$ cat config.mk
export PLATFORM = sky130hd
export DESIGN_NAME = seq_nibble_mul
export DESIGN_NICKNAME = d
export VERILOG_FILES = /design/src/rtl/seq_nibble_mul.sv
export SDC_FILE = /design/constraint.sdc
export NUM_CORES = 1
export LEC_CHECK = 0
export ABC_CLOCK_PERIOD_IN_PS = 4800
export BUFFER_PORTS_ARGS = -buffer_cell sky130_fd_sc_hd__buf_4
export CAP_MARGIN = 30
export CORE_ASPECT_RATIO = 0.5
export CORE_MARGIN = 2
export CORE_UTILIZATION = 45
export CTS_BUF_LIST = sky130_fd_sc_hd__clkbuf_16
export CTS_CLUSTER_DIAMETER = 200
export CTS_CLUSTER_SIZE = 8
export DETAILED_ROUTE_END_ITERATION = 7
export PLACE_DENSITY_LB_ADDON = 0.25
export SYNTH_ARGS = -nofsm -noshare
export SYNTH_HDL_FRONTEND = slang
export SYNTH_SLANG_ARGS = --single-unit
$ cat constraint.sdc
create_clock -name clk -period 4.8 [get_ports clk]
set_input_delay 0.72 -clock clk [delete_from_list [all_inputs] [get_ports clk]]
set_output_delay 0.72 -clock clk [all_outputs]
set_load 0.02 [all_outputs]
$ cat src/rtl/seq_nibble_mul.sv
// Iterative WIDTH x WIDTH unsigned multiplier driving one external 4x4 core, one nibble pair per cycle.
// Optional macro ZERO_SKIP_EN: pairs with a zero nibble are skipped at no cycle cost.
module seq_nibble_mul #(
  parameter int unsigned WIDTH = 8
) (
  input  logic               clk,
  input  logic               rst,
  input  logic               in_valid,
  output logic               in_ready,
  input  logic [WIDTH-1:0]   in_a,
  input  logic [WIDTH-1:0]   in_b,
  output logic [3:0]         mul_a,
  output logic [3:0]         mul_b,
  input  logic [7:0]         mul_r,
  output logic               out_valid,
  input  logic               out_ready,
  output logic [2*WIDTH-1:0] out_p,
  output logic               busy
);

  localparam int unsigned K  = WIDTH / 4;
  localparam int unsigned NP = K * K;
  localparam int unsigned CW = (NP > 1) ? $clog2(NP) : 1;
  localparam int unsigned PW = 2 * WIDTH;

  typedef enum logic [1:0] {IDLE, RUN, DONE} state_t;

  state_t          state, state_next;
  logic [WIDTH-1:0] a_q, b_q, a_next, b_next;
  logic [CW-1:0]   cnt, cnt_next;
  logic [PW-1:0]   acc, acc_next, out_p_next, term;
  logic            out_valid_next;
  int unsigned     idx_a, idx_b;

`ifdef ZERO_SKIP_EN
  logic [CW:0] nz;

  // First pair index >= from with both nibbles nonzero; MSB flags that one was found.
  function automatic logic [CW:0] first_nz(input logic [WIDTH-1:0] a,
                                           input logic [WIDTH-1:0] b,
                                           input int unsigned from);
    logic [CW:0] r;
    r = '0;
    for (int unsigned p = 0; p < NP; p++) begin
      if (!r[CW] && p >= from &&
          4'(a >> (4 * (p % K))) != 4'd0 &&
          4'(b >> (4 * (p / K))) != 4'd0)
        r = {1'b1, CW'(p)};
    end
    return r;
  endfunction
`endif

  // Next-state, datapath and core-operand decode
  always_comb begin
    state_next     = state;
    a_next         = a_q;
    b_next         = b_q;
    cnt_next       = cnt;
    acc_next       = acc;
    out_p_next     = out_p;
    out_valid_next = out_valid;
    mul_a          = 4'd0;
    mul_b          = 4'd0;
    idx_a          = 32'(cnt) % K;
    idx_b          = 32'(cnt) / K;
    term           = PW'(mul_r) << (4 * (idx_a + idx_b));
`ifdef ZERO_SKIP_EN
    nz             = '0;
`endif
    case (state)
      IDLE: begin
        if (in_valid && in_ready) begin
          a_next   = in_a;
          b_next   = in_b;
          acc_next = '0;
`ifdef ZERO_SKIP_EN
          nz = first_nz(in_a, in_b, 0);
          if (nz[CW]) begin
            cnt_next   = nz[CW-1:0];
            state_next = RUN;
          end else begin
            cnt_next       = '0;
            out_p_next     = '0;
            out_valid_next = 1'b1;
            state_next     = DONE;
          end
`else
          cnt_next   = '0;
          state_next = RUN;
`endif
        end
      end
      RUN: begin
        mul_a    = 4'(a_q >> (4 * idx_a));
        mul_b    = 4'(b_q >> (4 * idx_b));
        acc_next = acc + term;
`ifdef ZERO_SKIP_EN
        nz = first_nz(a_q, b_q, 32'(cnt) + 1);
        if (nz[CW]) begin
          cnt_next = nz[CW-1:0];
        end else begin
          out_p_next     = acc + term;
          out_valid_next = 1'b1;
          state_next     = DONE;
        end
`else
        if (cnt == CW'(NP - 1)) begin
          out_p_next     = acc + term;
          out_valid_next = 1'b1;
          state_next     = DONE;
        end else begin
          cnt_next = cnt + CW'(1);
        end
`endif
      end
      DONE: begin
        if (out_ready) begin
          out_valid_next = 1'b0;
          state_next     = IDLE;
        end
      end
      default: state_next = IDLE;
    endcase
  end

  // State and registered outputs; handshake flags follow the next state
  always_ff @(posedge clk) begin
    if (rst) begin
      state     <= IDLE;
      a_q       <= '0;
      b_q       <= '0;
      cnt       <= '0;
      acc       <= '0;
      out_p     <= '0;
      out_valid <= 1'b0;
      in_ready  <= 1'b1;
      busy      <= 1'b0;
    end else begin
      state     <= state_next;
      a_q       <= a_next;
      b_q       <= b_next;
      cnt       <= cnt_next;
      acc       <= acc_next;
      out_p     <= out_p_next;
      out_valid <= out_valid_next;
      in_ready  <= (state_next == IDLE);
      busy      <= (state_next != IDLE);
    end
  end

endmodule

==> out/results.ini <==
[run_status]
status=completed

[sta]
worstMarginPinSlew_ps=816
slew_headroom_pct=45.4
period_minus_slack_ps=3470
setup_violations=0
max_freq_mhz=288
rsz0062_at_grt=no
fin_crit_sh_pct=72.3
hold_slack_ps=457
skew_ps=6.75
fin_setup_tns_ps=0
drv_slew=0
hold_viol_final=0

[die]
std_cell_rows=21
ioPinCount=55
dieWidth_microns=121
die_area_sq_um=7500
initial_core_util_pct=46.1
die_y_microns=62.3
core-area_sq_um=6620

[clocking]
h-tree-depth=2
insertion_delay_ps=300
cts_buffers=5
clk_pin_slew_ps=70
cts.path.max_buffers=2
cts_sinks=55
ctsResizeCount=0
ctsHoldBuffers=0
postCtsSetupBuffers=0
cts_root_buf=clkbuf_16
cts_tree=built

[global_route]
grt_usage_pct=20.6
grt_max_degree=45
antenna_found_initial=0
grt_pass1_vias=2730
grt_pass1_wl_mm=12.6
grt_overflow_total=0

[power]
p_leak_nw=1.55
seqPwrFrac_pct=46.1
cellPowerDensity_nw_per_um2=292
p_clk_share_pct=34.7
p_comb_share_pct=19.2
ir_drop_mv=0.148
finalPower_mw=1.06
internal-power_uw=753
netSwitchingPower_uw=307
swShare_pct=29.0

[run]
cap_violations=0

[logic_synthesis]
synth_edf_count=0
netlist-cell-type-count=47
avgSynthCellArea_sq_um=7.89
synthesis.nets=432
synth_area_sq_um=3050
postSynthCellCount=387
synth-seq-area-share_pct=36.1
async_reset_ff_share_pct=0
yosysWarnings=0
synth_ff_type=dfxtp_1
ys_ff_latch=55

[drt]
drc=0
routed_wl_mm=7.49
wl_per_cell_microns=14.5
vias=2877
drt-initial-drc-count=157
dr.pass1.iters=4
via_per_inst=5.55
drtAntennaViolNets=0

[cells_and_area]
layout-drive-gt1-share_pct=15.5
final_core_util_pct=54.9
syn2layout_area_growth_pct=19.0
final_cell_area_sq_um=3640
seqCellArea_sq_um=1100
multi_input_area_sq_um=1850
antennaDiodeCount=0
final_nets=470
fill_cells=670

[setup_path]
cpMaxStageDelayCell=dfxtp_1
cp_max_fo=17
start_kind=register
cp_slowest_stage_delay_ps=510
cp_common_cell=ha_1
cp.required_ps=4990
critPathKind=register to register
worstPathArrival_ps=3660
cp-end-kind=register
worstPathCellList=ha_1 -> nor2_1 -> and2_1 -> ha_1 -> fa_1 -> a21o_1 -> a311o_1 -> and3b_1 -> or3_1 -> a32o_1

[place]
place_congestion=0.967
io_buffers=54
place_hpwl_mm=5.45
placed_area_sq_um=3490

[hold_path]
hold_path_class=register to register

[path summary, 6_finish.rpt]
check | startpoint | end | slack (ps) | depth (start not counted)
worst max-delay path | cnt[0]$_SDFFE_PP0P_ | acc[12]$_SDFFE_PP0P_ | 1330 | 10
worst min-delay path | out_p[6]$_SDFFE_PP0P_ | out_p[6]$_SDFFE_PP0P_ | 460 | 2
worst max register to register | cnt[0]$_SDFFE_PP0P_ | acc[12]$_SDFFE_PP0P_ | 1330 | 10
worst min register to register | out_p[6]$_SDFFE_PP0P_ | out_p[6]$_SDFFE_PP0P_ | 460 | 2
[cells in the final DEF (no fill, tap or decap), types with 4 or more instances in the layout]
cell | Yosys | routed
a211o_1 | 6 | 6
a21o_1 | 5 | 5
a21oi_1 | 45 | 45
a22o_1 | 4 | 4
a22oi_1 | 7 | 7
and2_1 | 9 | 9
and3_1 | 9 | 9
buf_4 | 0 | 55
clkbuf_16 | 0 | 5
dfxtp_1 | 55 | 55
ha_1 | 16 | 16
mux2i_1 | 12 | 12
nand2_1 | 69 | 69
nand3_1 | 9 | 9
nand4_1 | 4 | 4
nor2_1 | 34 | 34
nor2b_1 | 8 | 8
nor3_1 | 4 | 4
o21ai_0 | 15 | 15
xnor2_1 | 4 | 4
[sequential cells by signal, summed over array words and instances, names as in the netlist]
signal and cells:
in_ready 1, a_q 8, out_p 16, state 2
b_q 8, cnt 2, acc 16, out_valid 1
busy 1
[final cells by class]
cell class	instances	share of cell area (%)
timing repair buffer	55	11.4
sequential	55	30.3
tap	92	3.17
clock buffer	5	3.44
clock inverter	3	0.619
inverter	2	0.206
multi-input combinational	306	50.9
[power groups by stage]
stage,clock network (mW),registers (mW),logic (mW)
after floorplan,0,0.497,0.145
after global placement,0,0.499,0.202
after detailed placement,0,0.500,0.203
after CTS,0.377,0.489,0.204
after global routing,0.397,0.492,0.226
final,0.368,0.489,0.203
[critical path: cells and delay by family (launching register included)]
kind	cells	cell delay, ps
fa+ha+maj	3	1110
compound gates	3	900
flops	1	510
simple gates	4	830
[cell usage after synthesis, drive strengths merged (4+ instances only)]
cell | number | area [sq um]
and2 | 9 | 56.3
clkbuf | 21 | 78.8
nand2 | 69 | 259
nor3 | 4 | 20.0
a21o | 5 | 37.5
and3 | 9 | 56.3
a22oi | 7 | 52.6
a211o | 6 | 52.6
a22o | 4 | 35.0
nor2 | 34 | 128
o21ai | 15 | 75.1
ha | 16 | 200
a21oi | 45 | 225
nor2b | 8 | 50.1
mux2i | 12 | 120
nand3 | 9 | 45.0
nand4 | 4 | 25.0
xnor2 | 4 | 35.0
dfxtp | 55 | 1100
[through the flow]
stage / setup slack, ps / std cells
after floorplan: 1720 / 387
after global placement: 1410 / 510
after detailed placement: 1380 / 510
after CTS: 1340 / 518
after global routing: 1050 / 518
final: 1330 / 518
[logic make-up after synthesis]
group,count (synthesis),synth area share (%)
buf+inv,26,3.32
xor+xnor,7,2.01
fa+ha+maj,17,7.21
compound gates,110,23.3
flops,55,36.1
simple gates,160,24.2
mux,12,3.93
[metal layers]
metal | vias up | track usage, % | wire length [microns]
met2 | 70 | 31.9 | 3280
met5 | - | 0 | 0
met3 | 4 | 5.51 | 464
li1 | 1467 | - | -
met1 | 1336 | 28.9 | 3710
met4 | 0 | 4.07 | 38
Power figures use the tool's default switching activity.
